===== config.mk =====
export PLATFORM = sky130hd
export DESIGN_NAME = hack_control_unit
export DESIGN_NICKNAME = d
export VERILOG_FILES = /design/src/rtl/hack_control_unit.sv
export SDC_FILE = /design/constraint.sdc
export NUM_CORES = 1
export LEC_CHECK = 0
export CAP_MARGIN = 40
export CORE_MARGIN = 4
export CORE_UTILIZATION = 48
export CTS_BUF_LIST = sky130_fd_sc_hd__clkbuf_8
export CTS_CLUSTER_SIZE = 24
export DETAILED_ROUTE_END_ITERATION = 6
export GPL_TIMING_DRIVEN = 0
export PLACE_DENSITY = 0.83
export REMOVE_ABC_BUFFERS = 1
export SETUP_SLACK_MARGIN = 0.2
export SYNTH_ARGS = -nofsm -noshare
export SYNTH_HDL_FRONTEND = slang
export SYNTH_SLANG_ARGS = --single-unit

===== constraint.sdc =====
create_clock -name clk -period 4.4 [get_ports clk]
set_input_delay 1.32 -clock clk [delete_from_list [all_inputs] [get_ports clk]]
set_output_delay 1.32 -clock clk [all_outputs]
set_load 0.005 [all_outputs]

===== src/rtl/hack_control_unit.sv =====
// Hack CPU control unit: multi-cycle FSM that sequences instruction fetch,
// optional data read, one ALU cycle, optional data write and register commit.
// The ALU and both memories are external; this block owns A, D, PC, IR, etc.
module hack_control_unit #(
  parameter logic [15:0] RESET_PC = 16'h0000
) (
  input  logic        clk,
  input  logic        reset,
  output logic        imem_req,
  output logic [15:0] imem_addr,
  input  logic        imem_ack,
  input  logic [15:0] imem_rdata,
  output logic        dmem_rd_req,
  output logic        dmem_wr_req,
  output logic [15:0] dmem_addr,
  output logic [15:0] dmem_wdata,
  input  logic [15:0] dmem_rdata,
  input  logic        dmem_ack,
  output logic [15:0] alu_x,
  output logic [15:0] alu_y,
  output logic        alu_zx,
  output logic        alu_nx,
  output logic        alu_zy,
  output logic        alu_ny,
  output logic        alu_f,
  output logic        alu_no,
  input  logic [15:0] alu_result,
  input  logic        alu_zr,
  input  logic        alu_ng,
  output logic [15:0] pc
);

  typedef enum logic [2:0] {
    FETCH, DECODE, MEMRD, EXEC, MEMWR, COMMIT
  } state_t;

  state_t      state_q, state_d;
  logic [15:0] a_q, d_q, pc_q, ir_q, m_q, res_q;
  logic        zr_q, ng_q;
  logic        jump_taken;

  // IR[14:13] carry no meaning for the control unit
  logic unused_ir_bits;
  assign unused_ir_bits = ^ir_q[14:13];

  assign jump_taken = (ir_q[2] & ng_q) | (ir_q[1] & zr_q) | (ir_q[0] & ~zr_q & ~ng_q);

  // Addresses and data come straight from registers, so they are stable
  // for as long as a request waits for its ack.
  assign pc         = pc_q;
  assign imem_addr  = pc_q;
  assign dmem_addr  = a_q;
  assign dmem_wdata = res_q;
  assign alu_x      = d_q;
  assign alu_y      = ir_q[12] ? m_q : a_q;

  // State register
  always_ff @(posedge clk or posedge reset) begin
    if (reset) state_q <= FETCH;
    else       state_q <= state_d;
  end

  // Next state and request/ALU-control outputs; requests are gated by reset
  // so they drop immediately, not at the next edge.
  always_comb begin
    state_d     = state_q;
    imem_req    = 1'b0;
    dmem_rd_req = 1'b0;
    dmem_wr_req = 1'b0;
    {alu_zx, alu_nx, alu_zy, alu_ny, alu_f, alu_no} = 6'b0;
    case (state_q)
      FETCH: begin
        imem_req = ~reset;
        if (imem_ack) state_d = DECODE;
      end
      DECODE: begin
        if (!ir_q[15])     state_d = FETCH;
        else if (ir_q[12]) state_d = MEMRD;
        else               state_d = EXEC;
      end
      MEMRD: begin
        dmem_rd_req = ~reset;
        if (dmem_ack) state_d = EXEC;
      end
      EXEC: begin
        {alu_zx, alu_nx, alu_zy, alu_ny, alu_f, alu_no} = ir_q[11:6];
        state_d = ir_q[3] ? MEMWR : COMMIT;
      end
      MEMWR: begin
        dmem_wr_req = ~reset;
        if (dmem_ack) state_d = COMMIT;
      end
      COMMIT:  state_d = FETCH;
      default: state_d = FETCH;
    endcase
  end

  // Architectural and pipeline registers, updated by the owning state
  always_ff @(posedge clk or posedge reset) begin
    if (reset) begin
      pc_q  <= RESET_PC;
      a_q   <= '0;
      d_q   <= '0;
      ir_q  <= '0;
      m_q   <= '0;
      res_q <= '0;
      zr_q  <= 1'b0;
      ng_q  <= 1'b0;
    end else begin
      case (state_q)
        FETCH:  if (imem_ack) ir_q <= imem_rdata;
        DECODE: if (!ir_q[15]) begin
          a_q  <= ir_q;
          pc_q <= pc_q + 16'd1;
        end
        MEMRD:  if (dmem_ack) m_q <= dmem_rdata;
        EXEC: begin
          res_q <= alu_result;
          zr_q  <= alu_zr;
          ng_q  <= alu_ng;
        end
        COMMIT: begin
          if (ir_q[5]) a_q <= res_q;
          if (ir_q[4]) d_q <= res_q;
          // jump target is the A value from before this commit
          pc_q <= jump_taken ? a_q : pc_q + 16'd1;
        end
        default: ;
      endcase
    end
  end

endmodule


# Word-level counts from Yosys, hierarchy flattened
# Index checks and enable logic that the tools add are counted.
[word_totals]
register_bits = 101
input_bits = 54
output_inout_bits = 105
elab_cells = 60
[op_classes]
add_sub_neg = 1
eq_ne = 10
n_mux = 23
bitwise = 9
n_reduce_logical = 8
[op_table]
columns = ["op", "n"]
rows = [
  ["2-to-1 mux 16 bit", 5],
  ["case mux 16 bit (2 select lines)", 2],
  ["adder 16 x 1 -> 16 bit, second input constant", 1],
  ["case mux 3 bit (5 select lines)", 1],
  ["2-to-1 mux 1 bit", 11],
  ["inequality test 2 bit, second input constant", 5],
  ["2-to-1 mux 3 bit", 3],
  ["AND reduction 2 bit", 4],
  ["== test 3 x 2 -> 1 bit, second input constant", 2],
  ["== test 3 bit, second input constant", 2],
  ["AND reduction 3 bit", 2],
  ["AND 1 bit", 4],
  ["== test 3 x 1 -> 1 bit, second input constant", 1],
  ["logical NOT 3 bit", 1],
  ["inverter 1 bit", 3],
  ["2-to-1 mux 2 bit", 1],
  ["OR 1 bit", 2],
  ["nonzero test 2 bit", 1],
]

# Logic depth before layout (Yosys ltp)
# Gate-level depths: netlist (run 1).
[depth]
ltp_word = 6
ltp_mapped = 6
ltp_nobuf = 5

# Worst setup path after synthesis (run 1)
# Ideal clock, no wire load.
[synth_timing]
path_kind = "in2out"
from = "input port reset"
to = "output port dmem_rd_req"
arrival_ns = 1.609
t_required_ns = 3.080
setup_slack_ns = 1.471
stages = 1
n_path_buf = 0
cell_sequence = "nor4b_1"
[synth_via]
elab_chain_len = 2
[synth_rtl]
columns = ["item", "line_no", "text"]
rows = [
  ["from (decl)", "8", "input logic reset,"],
  ["inverter 1 bit", "82", "dmem_rd_req = ~reset;"],
  ["2-to-1 mux 1 bit", "71", "case (state_q)"],
  ["to (decl)", "13", "output logic dmem_rd_req,"],
]
# No other way between the ends.

# Final worst setup path (run 1)
# Ends and elaborated chain as after synthesis.

==> metrics.md, run 1 <==
| Metric | Value |
|---|---|
| Outcome | `finished clean` |
| Nets | `628` |
| Yosys top cell area share | `51.0%` |
| RSZ-0062 raised after global routing | `false` |
| Largest net degree at the start of global routing | `between 50 and 60` |
| Row count | `36` |
| Share of power burned in registers | `approximately 40%` |
| Drt via density | `around 5.4` |
| Synthesis-to-finish area growth | `35.7%` |
| IO Port Bufs | `~160` |
| Critical Path Start | `reset` |
| Crit start category | `input pin` |
| Post-cts sizing count | `0` |
| Sw Ratio | `about 35%` |
| Gate power share | `a little under half` |
| Worst-skew pair later-pin latency | `between 300 and 400 ps` |
| Gr busiest metal | `met2` |
| EDFF count, synth | `0` |
| Dominant cell type by area after synthesis | `dfrtp_1` |
| Hold_buf cts | `0` |
| Area contributors post-synth | `dfrtp_1 (51%), mux2_2 (11%), nand2_1 (6.2%)` |
| ANT nets after route | `0` |
| Cell Area, Placed | `between 6000 and 7000 um^2` |
| RD Place Congestion | `~0.80` |
| Peak supply drop | `around 0.29 mV` |
| Initial antenna violation count | `0` |
| Yosys Warn Count | `0` |
| Netlist cell types | `49` |
| Reg-to-reg setup timing slack | `~2000 ps` |
| Sw power | `approximately 1.6 mW` |
| Mapped Area | `between 4000 and 5000 um^2` |
| Share of cells above drive strength 1 | `around 16%` |
| Routed via count | `around 3900` |
| Measured slew at the worst slew-check pin | `approximately 900 ps` |
| Lkg Pwr | `2.96 nW` |
| Clock transition at path regs | `about 100 ps` |
| Async set or reset register ratio after synthesis | `100%` |
| Antenna Cells | `0` |
| Worst hold start | `alu_x[0]` |
| Die area | `about 12000 um^2` |
| Max-slew violations | `0` |
| Final wirelength | `13.1 mm` |
| Fin crit period | `slightly below 4000 ps` |
| Final hold viol count | `0` |
| WP data required | `slightly above 3000 ps` |
| Vias in the first global route | `approximately 4000` |
| Internal power | `2.99 mW` |
| CP Capture Type | `output pin` |
| Final setup vio count | `0` |
| First-pass GRT wire length | `21.1 mm` |
| Grt total ovfl | `0` |
| Drt drc | `0` |
| GR Util met2 | `a little under two fifths` |
| Slew margin rel. | `between 40% and 50%` |
| # Post-CTS Setup Buffers | `0` |
| Starting Density | `about half` |
| Final Cell Area | `~6700 um^2` |
| H-tree depth | `3` |
| DIE WIDTH | `approximately 110 um` |
| Starting DRT DRC Count | `about 120` |
| Hpwl dp | `9.79 mm` |
| Arrival time at the worst endpoint | `~2600 ps` |
| Die height | `~110 um` |
| Total GRT Usage | `22.6%` |
| Area of the multi-input gates | `approximately 2100 um^2` |
| Final Skew | `about 15 ps` |
| FF-to-FF Start | `state_q[2]` |
| Clock buffer depth | `2` |
| Worst min-delay path class | `register to register` |
| Wirelength per Cell | `about 18 um` |
| Post-synthesis register bit count | `101` |
| 1st-pass router iterations | `5` |
| Clock power frac | `a little under an eighth` |
| PD cells | `approximately 690 nW/um^2` |
| TritonCTS clock tree | `done` |
| Avg Synthesized Cell Area | `11.3 um^2` |
| Ports | `159` |
| Main synth FF type | `dfrtp_1` |
| Fin crit share | `90.0%` |
| Met1 Use GR | `a little under a third` |
| FMAX | `approximately 250 MHz` |
| Sink Count | `a little over 100` |
| CTS Buf Count | `9` |
| Final core occ | `just under 70%` |
| Met3 usage | `3.93%` |
| Core area | `approximately 9900 um^2` |
| Sequential fraction of the synthesis area | `about half` |
| Setup CP Type | `input pin to output pin` |
| Filler cell count in the final layout | `about 760` |
| Crit path max fanout | `4` |
| Cells after Synth | `438` |
| Clock root buffer | `clkbuf_8` |
| Max cap viols | `0` |
| Register area | `2530 um^2` |
layout by cell type (no fill, tap or decap), types with 2 or more instances in the layout:
master           instances
nand2_1                 82
mux2_1                   8
nand4_1                  9
o21ai_0                 19
clkinv_4                 2
clkbuf_8                10
mux2i_1                 23
and2_1                   6
o21a_1                   2
mux2_2                  47
nand3b_1                 2
dfrtp_1                101
buf_4                    3
and3_1                   3
nand3_1                 17
a221o_1                  2
inv_1                    6
and4_1                   3
a22oi_1                  3
nor2_1                   2
a2bb2oi_1                7
buf_8                    4
or4_1                    3
a21oi_1                  3
nor4b_1                  2
mux2_4                   8
o211ai_1                 4
clkdlybuf4s50_1        158
nor2b_1                  2
a21oi_2                  7
nor4_1                   5
or3_1                    3
final timing paths:
kind,endpoint,cells after the start
worst max-delay path,dmem_rd_req,3
min in group asynchronous,dmem_wdata[15],2
worst min register to register,alu_x[0],1
worst max register to register,imem_addr[14],4
max in group asynchronous,m_q[14],3
worst min-delay path,alu_x[0],1
worst max-delay path: stages:
cell and delay, ps:
clkdlybuf4s50_1 490, nor4b_1 280, clkdlybuf4s50_1 550
flip-flops by register name, summed over array words and instances (netlist names):
name,cells
imem_addr,16
m_q,16
dmem_addr,16
state_q,3
ng_q,1
ir_q,16
zr_q,1
dmem_wdata,16
alu_x,16
layer usage:
metal,wire length [um],vias up
met1,5680,1905
met3,803,15
li1,-,1798
met4,215,0
met5,0,-
met2,6420,144
power groups by stage:
stage	combinational [mW]	sequential (mW)	clock, mW
final	2.22	1.87	0.540
after global routing	2.42	1.95	0.585
after CTS	2.25	1.87	0.554
after detailed placement	2.23	1.89	0
after global placement	2.09	1.87	0
after floorplan	0.960	1.78	0
synthesized netlist by cell type (7+ instances only):
cell type / count
dfrtp_1: 101
nand2_1: 82
mux2_2: 47
mux2i_1: 23
o21ai_0: 19
buf_4: 18
nand3_1: 17
buf_2: 10
nand4_1: 9
clkbuf_1: 8
mux2_1: 8
mux2_4: 8
a21oi_2: 7
a2bb2oi_1: 7
logic make-up after synthesis:
family                   synth area share [%]
flip-flops                               51.0
multiplexers                             19.6
adder cells (fa/ha/maj)                 0.253
buffers and inverters                    6.12
AO/OA/AOI/OAI                            8.29
AND/OR/NAND/NOR                          14.7
layout make-up:
cell class | instances | area share (%)
timing repair buffer | 167 | 25.3
tap | 133 | 2.48
clock inverter | 5 | 0.559
clock buffer | 10 | 2.05
sequential | 101 | 37.6
inverter | 6 | 0.373
multi-input combinational | 288 | 31.6
through the flow:
step	worst slack, ps	hold slack (ps)	setup TNS [ps]	instances	total power, mW
after floorplan	433	470	0	395	2.74
after global placement	-1110	477	-111600	686	3.96
after detailed placement	437	485	0	695	4.12
after CTS	419	509	0	710	4.67
after global routing	389	531	0	710	4.95
final	442	507	0	710	4.63
No activity file was read; power rests on OpenSTA's default activity.
==> inputs of run 2 (changes only) <==
- MAX_ROUTING_LAYER: unset -> met4
==> run 2 against run 1 <==
  * Non-clock buffer count unchanged
  * Worst setup slack about the same
  * Cell count unchanged
  * Largest power group unchanged
  * Worst hold slack got worse by 0.96 ps
  * Critical endpoint unchanged
  * Register-to-register slack about the same
  * Critical path type unchanged
  * Sequential share of layout area unchanged
  * Largest cell class unchanged
==> metrics.md, run 2 (synthesis results as in run 1) <==
| Metric | Value |
|---|---|
| Outcome | `finished clean` |
| Antenna Cells | `0` |
| Final setup vio count | `0` |
| Die area | `~12000 um^2` |
| # Post-CTS Setup Buffers | `0` |
| Worst path buffer plus inverter count | `2` |
| IO Port Bufs | `158` |
| Slew margin rel. | `between 30% and 40%` |
| ANT nets after route | `0` |
| FMAX | `around 250 MHz` |
| Ports | `roughly 160` |
| Hpwl dp | `~10 mm` |
| Starting DRT DRC Count | `around 150` |
| Crit start category | `input pin` |
| Grt total ovfl | `0` |
| Nets | `~630` |
| CTS Buf Count | `9` |
| Filler cell count in the final layout | `around 760` |
| Vias in the first global route | `just over 4000` |
| Max-slew violations | `0` |
| Worst-skew pair later-pin latency | `roughly 360 ps` |
| Max stage delay on crit path | `between 500 and 600 ps` |
| Final core occ | `a little under 70%` |
| Starting Density | `between 40% and 50%` |
| Gate power share | `about 48%` |
| DIE WIDTH | `between 100 and 150 um` |
| Most frequent cells in the layout | `clkdlybuf4s50_1 (158), dfrtp_1 (101), nand2_1 (82)` |
| Met3 usage | `under 10%` |
| Lkg Pwr | `slightly below 3 nW` |
| Initial antenna violation count | `0` |
| Final hold viol count | `0` |
| Fin crit period | `a little under 4000 ps` |
| Internal power | `about 3 mW` |
| Post-cts sizing count | `0` |
| RSZ-0062 raised after global routing | `false` |
| Crit-path cells | `clkdlybuf4s50_1, nor4b_1, clkdlybuf4s50_1` |
| RD Place Congestion | `0.812` |
| WP data required | `~3100 ps` |
| First-pass GRT wire length | `approximately 21 mm` |
| Die height | `between 100 and 150 um` |
| Clock root buffer | `clkbuf_8` |
| Worst min-delay path class | `register to register` |
| Sink Count | `just over 100` |
| Setup CP Type | `input pin to output pin` |
| Hold_buf cts | `0` |
| CP most frequent cell | `clkdlybuf4s50_1` |
| Arrival time at the worst endpoint | `about 2600 ps` |
| GR Util met2 | `about 37%` |
| Total GRT Usage | `about a quarter` |
| Largest net degree at the start of global routing | `just under 60` |
| 1st-pass router iterations | `4` |
| Share of power burned in registers | `40.4%` |
| Wirelength per Cell | `approximately 19 um` |
| Sw Ratio | `35.6%` |
| Clock transition at path regs | `roughly 100 ps` |
| Fin crit share | `between 80% and 90%` |
| Most common cell after layout, fill and taps aside | `clkdlybuf4s50_1` |
| Drt via density | `around 5.5` |
| H-tree depth | `3` |
| Final Skew | `~18 ps` |
| Met1 Use GR | `31.2%` |
| PD cells | `approximately 700 nW/um^2` |
| Total power | `roughly 4.6 mW` |
| Crit path max fanout | `4` |
| Clock power frac | `11.7%` |
| Routed via count | `roughly 4000` |
| Measured slew at the worst slew-check pin | `~900 ps` |
| CP Capture Type | `output pin` |
| Clock buffer depth | `2` |
| Share of cells above drive strength 1 | `about 16%` |
| Final wirelength | `roughly 13 mm` |
| Max cap viols | `0` |
| Drt drc | `0` |
| CP delay by family, top | `buffers and inverters` |
| Synthesis-to-finish area growth | `35.7%` |
| Core area | `just under 10000 um^2` |
| Gr busiest metal | `met2` |
| Max stage delay cell, worst path | `clkdlybuf4s50_1` |
| Sw power | `between 1.5 and 2 mW` |
| Peak supply drop | `around 0.29 mV` |
| Row count | `36` |
| TritonCTS clock tree | `done` |
run 2: power groups by stage:
stage,registers (mW),logic (mW),clock network [mW]
finish,1.87,2.22,0.544
floorplan,1.78,0.960,0
CTS,1.87,2.25,0.554
global route,1.95,2.42,0.585
global placement,1.87,2.09,0
detailed placement,1.89,2.23,0
run 2: final timing paths:
check                            from  cells past startpoint        endpoint  slack, ps
max                             reset                      3     dmem_rd_req        440
min                          alu_x[0]                      1        alu_x[0]        510
max reg2reg                state_q[2]                      4   imem_addr[12]       1970
min reg2reg                  alu_x[0]                      1        alu_x[0]        510
max in group asynchronous       reset                      3         m_q[14]       2280
min in group asynchronous       reset                      2  dmem_wdata[15]       1430
run 2: routing by layer:
layer	vias up	share of wire [%]
met5	-	0
met4	0	1.8
met3	15	5.3
met2	157	49
met1	1913	44
li1	1802	-
run 2: final cells by class:
cell class | instances | area, um^2 | area share, %
multi-input combinational | 288 | 2120 | 31.6
tap | 133 | 166 | 2.48
sequential | 101 | 2530 | 37.6
timing repair buffer | 167 | 1700 | 25.3
clock buffer | 10 | 138 | 2.05
inverter | 6 | 25.0 | 0.373
clock inverter | 5 | 37.5 | 0.559
run 2: stage by stage:
step / cell area, um^2 / setup WS [ps] / hold slack (ps) / cells / setup TNS [ps]
3_3_place_gp: 6420 / -1110 / 477 / 686 / -111600
3_5_place_dp: 6540 / 437 / 485 / 695 / 0
4_1_cts: 6720 / 419 / 509 / 710 / 0
6_report: 6720 / 442 / 506 / 710 / 0
2_1_floorplan: 4670 / 433 / 470 / 395 / 0
5_1_grt: 6720 / 389 / 531 / 710 / 0
==> inputs of run 3 (changes only) <==
- GPL_ROUTABILITY_DRIVEN: unset -> 1
==> results of run 3 <==
Final layout, timing and power as in run 2 (identical DEF).
